### config.mk
export PLATFORM = sky130hd
export DESIGN_NAME = spi_ram_master
export DESIGN_NICKNAME = d
export VERILOG_FILES = /design/src/rtl/spi_ram_pkg.sv /design/src/rtl/spi_shift_reg.sv /design/src/rtl/spi_ram_master.sv
export SDC_FILE = /design/constraint.sdc
export NUM_CORES = 1
export LEC_CHECK = 0
export CORE_ASPECT_RATIO = 0.6
export CORE_MARGIN = 10
export CORE_UTILIZATION = 52
export CTS_CLUSTER_SIZE = 12
export DETAILED_ROUTE_END_ITERATION = 10
export HOLD_SLACK_MARGIN = 0.02
export PLACE_DENSITY = 0.82
export SETUP_SLACK_MARGIN = 0.5
export SLEW_MARGIN = 20
export SYNTH_ARGS = -nofsm -noshare
export SYNTH_HDL_FRONTEND = slang
export SYNTH_SLANG_ARGS = --single-unit
### constraint.sdc
create_clock -name clk -period 2.3 [get_ports clk]
set_input_delay 0.345 -clock clk [delete_from_list [all_inputs] [get_ports clk]]
set_output_delay 0.345 -clock clk [all_outputs]
set_load 0.005 [all_outputs]
### src/rtl/spi_ram_pkg.sv
// Shared definitions for the SPI-RAM host-side master: command encodings, frame sizes, FSM states.
package spi_ram_pkg;

  localparam logic [1:0] CMD_WR_ADDR = 2'b00;
  localparam logic [1:0] CMD_WR_DATA = 2'b01;
  localparam logic [1:0] CMD_RD_ADDR = 2'b10;
  localparam logic [1:0] CMD_RD_DATA = 2'b11;

  localparam int FRAME_BITS = 10;
  localparam int DATA_BITS  = 8;

  typedef enum logic [2:0] {
    ST_IDLE,
    ST_START,
    ST_SEL,
    ST_SHIFT,
    ST_WAIT,
    ST_READ,
    ST_DONE
  } state_t;

endpackage

### src/rtl/spi_shift_reg.sv
// 10-bit frame register: parallel load, shifts out MSB first and shifts MISO in at the LSB.
module spi_shift_reg
  import spi_ram_pkg::*;
(
  input  logic                  clk,
  input  logic                  rst_n,
  input  logic                  load,
  input  logic                  shift,
  input  logic                  din,
  input  logic [FRAME_BITS-1:0] load_val,
  output logic                  msb,
  output logic [DATA_BITS-1:0]  rx_byte
);

  logic [FRAME_BITS-1:0] q;

  always_ff @(posedge clk) begin
    if (!rst_n)     q <= '0;
    else if (load)  q <= load_val;
    else if (shift) q <= {q[FRAME_BITS-2:0], din};
  end

  assign msb = q[FRAME_BITS-1];
  // byte as it will stand once din is shifted in, so the last sample lands in the same edge
  assign rx_byte = {q[DATA_BITS-2:0], din};

endmodule

### src/rtl/spi_ram_master.sv
// SPI master for the SPI-RAM slave: one {cmd,payload} frame per handshake, 8-bit readback on rd-data.
// state  | meaning
// IDLE   | SS_n high, ready for a command
// START  | SS_n low, MOSI 0
// SEL    | MOSI carries the write/read select bit
// SHIFT  | 10 frame bits out, MSB first
// WAIT   | read turnaround, RD_LATENCY cycles
// READ   | 8 MISO samples, MSB first
// DONE   | frame end cycle, ready again, rsp_valid on reads
module spi_ram_master
  import spi_ram_pkg::*;
#(
  parameter int RD_LATENCY = 2
) (
  input  logic       clk,
  input  logic       rst_n,
  input  logic       cmd_valid,
  output logic       cmd_ready,
  input  logic [1:0] cmd,
  input  logic [7:0] cmd_data,
  output logic       rsp_valid,
  output logic [7:0] rsp_data,
  output logic       busy,
  output logic       SS_n,
  output logic       MOSI,
  input  logic       MISO
);

  localparam logic [3:0] WAIT_LOAD = (RD_LATENCY > 0) ? 4'(RD_LATENCY - 1) : 4'd0;

  state_t     state;
  logic [1:0] cmd_q;
  logic [3:0] cnt;
  logic       accept;
  logic       sr_shift;
  logic       sr_msb;
  logic [7:0] sr_rx;

  assign accept   = cmd_valid && cmd_ready;
  assign sr_shift = (state == ST_SEL) || (state == ST_SHIFT && cnt != 4'd0) || (state == ST_READ);

  spi_shift_reg u_sr (
    .clk      (clk),
    .rst_n    (rst_n),
    .load     (accept),
    .shift    (sr_shift),
    .din      ((state == ST_READ) ? MISO : 1'b0),
    .load_val ({cmd, cmd_data}),
    .msb      (sr_msb),
    .rx_byte  (sr_rx)
  );

  always_ff @(posedge clk) begin
    if (!rst_n) begin
      state     <= ST_IDLE;
      SS_n      <= 1'b1;
      MOSI      <= 1'b0;
      cmd_ready <= 1'b0;
      rsp_valid <= 1'b0;
      rsp_data  <= 8'h00;
      busy      <= 1'b0;
      cmd_q     <= 2'b00;
      cnt       <= 4'd0;
    end else begin
      rsp_valid <= 1'b0;
      case (state)
        // DONE doubles as an idle cycle so frames can run with a single SS_n-high gap
        ST_IDLE, ST_DONE: begin
          if (accept) begin
            state     <= ST_START;
            SS_n      <= 1'b0;
            MOSI      <= 1'b0;
            cmd_ready <= 1'b0;
            busy      <= 1'b1;
            cmd_q     <= cmd;
          end else begin
            state     <= ST_IDLE;
            cmd_ready <= 1'b1;
          end
        end
        ST_START: begin
          state <= ST_SEL;
          MOSI  <= sr_msb;
        end
        ST_SEL: begin
          state <= ST_SHIFT;
          MOSI  <= sr_msb;
          cnt   <= 4'(FRAME_BITS - 1);
        end
        ST_SHIFT: begin
          if (cnt != 4'd0) begin
            MOSI <= sr_msb;
            cnt  <= cnt - 4'd1;
          end else begin
            MOSI <= 1'b0;
            if (cmd_q == CMD_RD_DATA) begin
              if (RD_LATENCY == 0) begin
                state <= ST_READ;
                cnt   <= 4'(DATA_BITS - 1);
              end else begin
                state <= ST_WAIT;
                cnt   <= WAIT_LOAD;
              end
            end else begin
              state     <= ST_DONE;
              SS_n      <= 1'b1;
              cmd_ready <= 1'b1;
              busy      <= 1'b0;
            end
          end
        end
        ST_WAIT: begin
          if (cnt == 4'd0) begin
            state <= ST_READ;
            cnt   <= 4'(DATA_BITS - 1);
          end else begin
            cnt <= cnt - 4'd1;
          end
        end
        ST_READ: begin
          if (cnt == 4'd0) begin
            state     <= ST_DONE;
            SS_n      <= 1'b1;
            cmd_ready <= 1'b1;
            busy      <= 1'b0;
            rsp_valid <= 1'b1;
            rsp_data  <= sr_rx;
          end else begin
            cnt <= cnt - 4'd1;
          end
        end
        default: state <= ST_IDLE;
      endcase
    end
  end

endmodule

==> impl_metrics.csv <==
group,metric,value,unit
run_status,outcome,"finished, final reports clean",
power_and_ir_drop,p_leak,0.683,nW
logic_synthesis,synth_top_cell_area_share,41.1,%
power_and_ir_drop,vdd_drop_max,0.410,mV
layout,fin_area,0.00201,mm^2
power_and_ir_drop,p_switching,0.480,mW
sta,setup_tns,0,ns
global_route,track_usage,15.0,%
placed_design,dp_hpwl,2900,um
die,dieWidth,90.7,um
worst_setup_path,end_kind,"flip-flop",
worst_setup_path,reg2reg_from,"cnt[1]$_SDFFE_PN0P_",
die,start_util,54.2,%
logic_synthesis,synth_top_cells_by_area,"dfxtp_1 41%, nand2_1 7.7%, a311oi_1 5.6%",
sta,fmax,560,MHz
drt,via_per_inst,6.06,
logic_synthesis,synthCells,192,
cts,cts_tree,"built",
drt,dr_total_vias,1589,
logic_synthesis,yosysWarningCount,0,
power_and_ir_drop,p_comb_share,26.7,%
sta,skew,0.00752,ns
logic_synthesis,synth.avg_cell_area,8.11,um^2
logic_synthesis,synth-xor-area-share,0,%
logic_synthesis,synth_seq_cells,32,
logic_synthesis,seq_area_frac_synth,41.1,%
sta,drv_slew,0,
cts,cts_inserted_buffers,5,
worst_setup_path,r2r_setup_slack,0.52,ns
sta,finalCriticalPeriod,1.78,ns
global_route,overflow,0,
placed_design,place_area,0.00182,mm^2
logic_synthesis,synthMuxAreaShare,1.93,%
global_route,antenna_found_initial,0,
logic_synthesis,syn-num-nets,207,
worst_setup_path,worst-path-max-fanout,9,
layout,diodes,0,
global_route,grt_pass1_wl,7030,um
die,dieArea,0.00566,mm^2
drt,wl,4530,um
power_and_ir_drop,p_seq_share,43.8,%
drt,ant_nets,0,
die,row_count,15,
sta,worst_slack,0.515,ns
cts,clock_latency,0.29,ns
cts,cts_sinks,32,
sta,rsz0062_at_grt,"yes",
power_and_ir_drop,p_per_area,760,mW/mm^2
sta,hold_violations,0,
cts,cts_hold_buf,0,
cts,cts_max_level,2,
worst_setup_path,rr_worst_depth,6,
hold_path,whs_path_depth,2,
drt,avgRoutedWirePerCell,17.3,um
worst_setup_path,reg2reg_to,"u_sr.q[2]$_SDFFE_PN0P_",
die,die_height,62.4,um
worst_setup_path,critPathRequiredTime,2.49,ns
flow_run,cap_violations,0,
global_route,grt_pass1_vias,1425,
power_and_ir_drop,cellInternalPower,1.04,mW
placed_design,numPortBuffers,26,
sta,setup_viol,0,
layout,nNetsFinal,234,
worst_setup_path,crit_type,"flip-flop to flip-flop",
logic_synthesis,synth_simple_gate_area_share,29.6,%
die,io_pins,27,
cts,cts.clk_slew.worst_paths,0.07,ns
placed_design,globalplace.congestion,0.849,
hold_path,hold_class,"flip-flop to flip-flop",
worst_setup_path,start_kind,"flip-flop",
logic_synthesis,yosysUniqueCellTypes,41,
placed_design,pre_cts_slack,0.247,ns
logic_synthesis,synth-adder-area-share,0.803,%
cts,cts-root-buf,"clkbuf_8",
logic_synthesis,syn_area,0.00156,mm^2
global_route,grt_max_degree,30,
hold_path,hp-start,"rsp_data[4]$_SDFFE_PN0P_",
logic_synthesis,yosys.area.top_type,"dfxtp_1",
sta,slew_headroom,38.4,%
layout,syn_to_final_growth,28.8,%
die,core,0.00287,mm^2
drt,firstDrtPassIters,5,
sta,worst_pin_slew,0.923,ns
logic_synthesis,synth_compound_area_share,19.8,%
drt,drt-initial-drc-count,209,
hold_path,whs_endpoint,"rsp_data[4]$_SDFFE_PN0P_",
power_and_ir_drop,pwr-share-clk,29.5,%
logic_synthesis,synth_top_family_by_area,"simple AND/OR/NAND/NOR gates",
worst_setup_path,crit_arrival,1.97,ns
drt,drc,0,
power_and_ir_drop,p_sw_share,31.5,%
cts,clk_path_buf_depth,2,
layout,drive_gt1_share,15.0,%
sta,fin_crit_sh,77.6,%
-- metal layers --
metal | vias to the layer above | routed length (um) | GRT usage [%]
met5 | - | 0 | 0
met4 | 0 | 70 | 6.32
met3 | 12 | 439 | 5.52
met2 | 107 | 2090 | 22.5
met1 | 735 | 1920 | 18.7
li1 | 735 | - | -
-- registers in the layout, summed over array words and instances, names as in the netlist --
register / flops
u_sr.q: 10
rsp_data: 8
cnt: 4
state: 3
cmd_q: 2
MOSI: 1
SS_n: 1
busy: 1
cmd_ready: 1
rsp_valid: 1
-- what timing repair did --
item	4_1_cts	5_1_grt
gates resized for setup	7	9
setup endpoints to repair	20	19
endpoints found under the hold margin	0	0
pin swaps	1	3
setup buffers	3	1
-- through the flow --
| stage | std cells | hold WS (ns) | util [%] | total power, mW |
|---|---|---|---|---|
| finish | 262 | 0.455 | 69.9 | 1.52 |
| global route | 262 | 0.488 | 69.9 | 1.59 |
| CTS | 261 | 0.459 | 68.9 | 1.48 |
| detailed placement | 250 | 0.450 | 63.4 | 0.998 |
| global placement | 250 | 0.441 | 63.4 | 0.977 |
| floorplan | 192 | 0.451 | - | 0.907 |
-- placed cells by master (no fill, tap or decap), drive strengths merged, types with 2 or more instances in the layout --
cell type | synthesis | final
clkbuf | 8 | 6
or2 | 3 | 3
nand2b | 2 | 2
buf | 6 | 8
nand2 | 32 | 32
a311oi | 10 | 10
a22o | 2 | 2
nand3 | 12 | 12
o21ai | 11 | 11
nand4 | 2 | 2
inv | 7 | 7
nor3 | 3 | 3
nor2 | 20 | 20
a31oi | 2 | 2
clkinv | 0 | 2
a21oi | 13 | 13
clkdlybuf4s50 | 0 | 26
mux2i | 3 | 3
dfxtp | 32 | 32
a22oi | 2 | 2
and2 | 2 | 2
-- worst max-delay path by stage --
stage                              startpoint                      to  cells past startpoint  slack, ns
after floorplan           cnt[0]$_SDFFE_PN0P_     cnt[3]$_SDFFE_PN0P_                      6       0.61
after global placement              cmd_valid  u_sr.q[0]$_SDFFE_PN0P_                      5       0.38
after detailed placement  cnt[0]$_SDFFE_PN0P_  u_sr.q[0]$_SDFFE_PN0P_                      6       0.25
after CTS                 cnt[0]$_SDFFE_PN0P_  u_sr.q[2]$_SDFFE_PN0P_                      6       0.50
after global routing      cnt[1]$_SDFFE_PN0P_     cnt[0]$_SDFFE_PN0P_                      6       0.44
final                     cnt[1]$_SDFFE_PN0P_  u_sr.q[2]$_SDFFE_PN0P_                      6       0.52
-- worst max-delay path, cell delays in order, from the launching register on --
cell and delay, ns:
dfxtp_1 0.32, inv_1 0.10, ha_4 0.19, nand4bb_4 0.16
a221o_4 0.47, buf_4 0.19, a311oi_1 0.24
-- Yosys cell counts --
master      n
nor4_2      1
a221o_1     1
a21oi_1    13
a2111oi_2   1
clkbuf_1    8
or4_1       1
a31oi_1     2
a22o_1      2
ha_1        1
and2_1      2
or2_2       2
or2_1       1
nand4_1     2
or4b_1      1
nor3b_1     1
inv_1       7
buf_2       3
nand4bb_4   1
a311oi_1   10
nand3_1    12
a22oi_1     2
or3b_1      1
o21bai_1    1
nor2_1     20
and2b_1     1
a21o_1      1
nand3b_1    1
buf_6       3
and3b_1     1
nor2b_2     1
dfxtp_1    32
o21ai_0    11
nand2b_1    2
nor3_1      3
and3_1      1
nand2_1    32
mux2i_1     3
a32oi_1     1
o31ai_1     1
nand4b_1    1
and4bb_2    1
-- layout make-up --
class                      instances  area, um^2
timing repair buffer              34         333
clock buffer                       6        82.6
inverter                           7        26.3
fill                             223         865
multi-input combinational        139         858
sequential                        32         644
tap                               42        52.6
clock inverter                     2        10.0
-- power by group through the flow --
stage / clock network, mW / registers (mW) / logic [mW]
after global placement: 0 / 0.667 / 0.309
after CTS: 0.445 / 0.661 / 0.373
final: 0.449 / 0.668 / 0.407
after detailed placement: 0 / 0.671 / 0.327
after floorplan: 0 / 0.654 / 0.254
after global routing: 0.474 / 0.674 / 0.441
-- cells by family (layout without fill, tap and decap cells) --
logic type | count (synthesis) | after routing
AOI/OAI and AO/OA | 46 | 46
DFF | 32 | 32
and+or+nand+nor | 89 | 89
adders and majority gates | 1 | 1
buffers and inverters | 21 | 49
muxes | 3 | 3
Note: power is estimated with default switching activity, not from simulation.
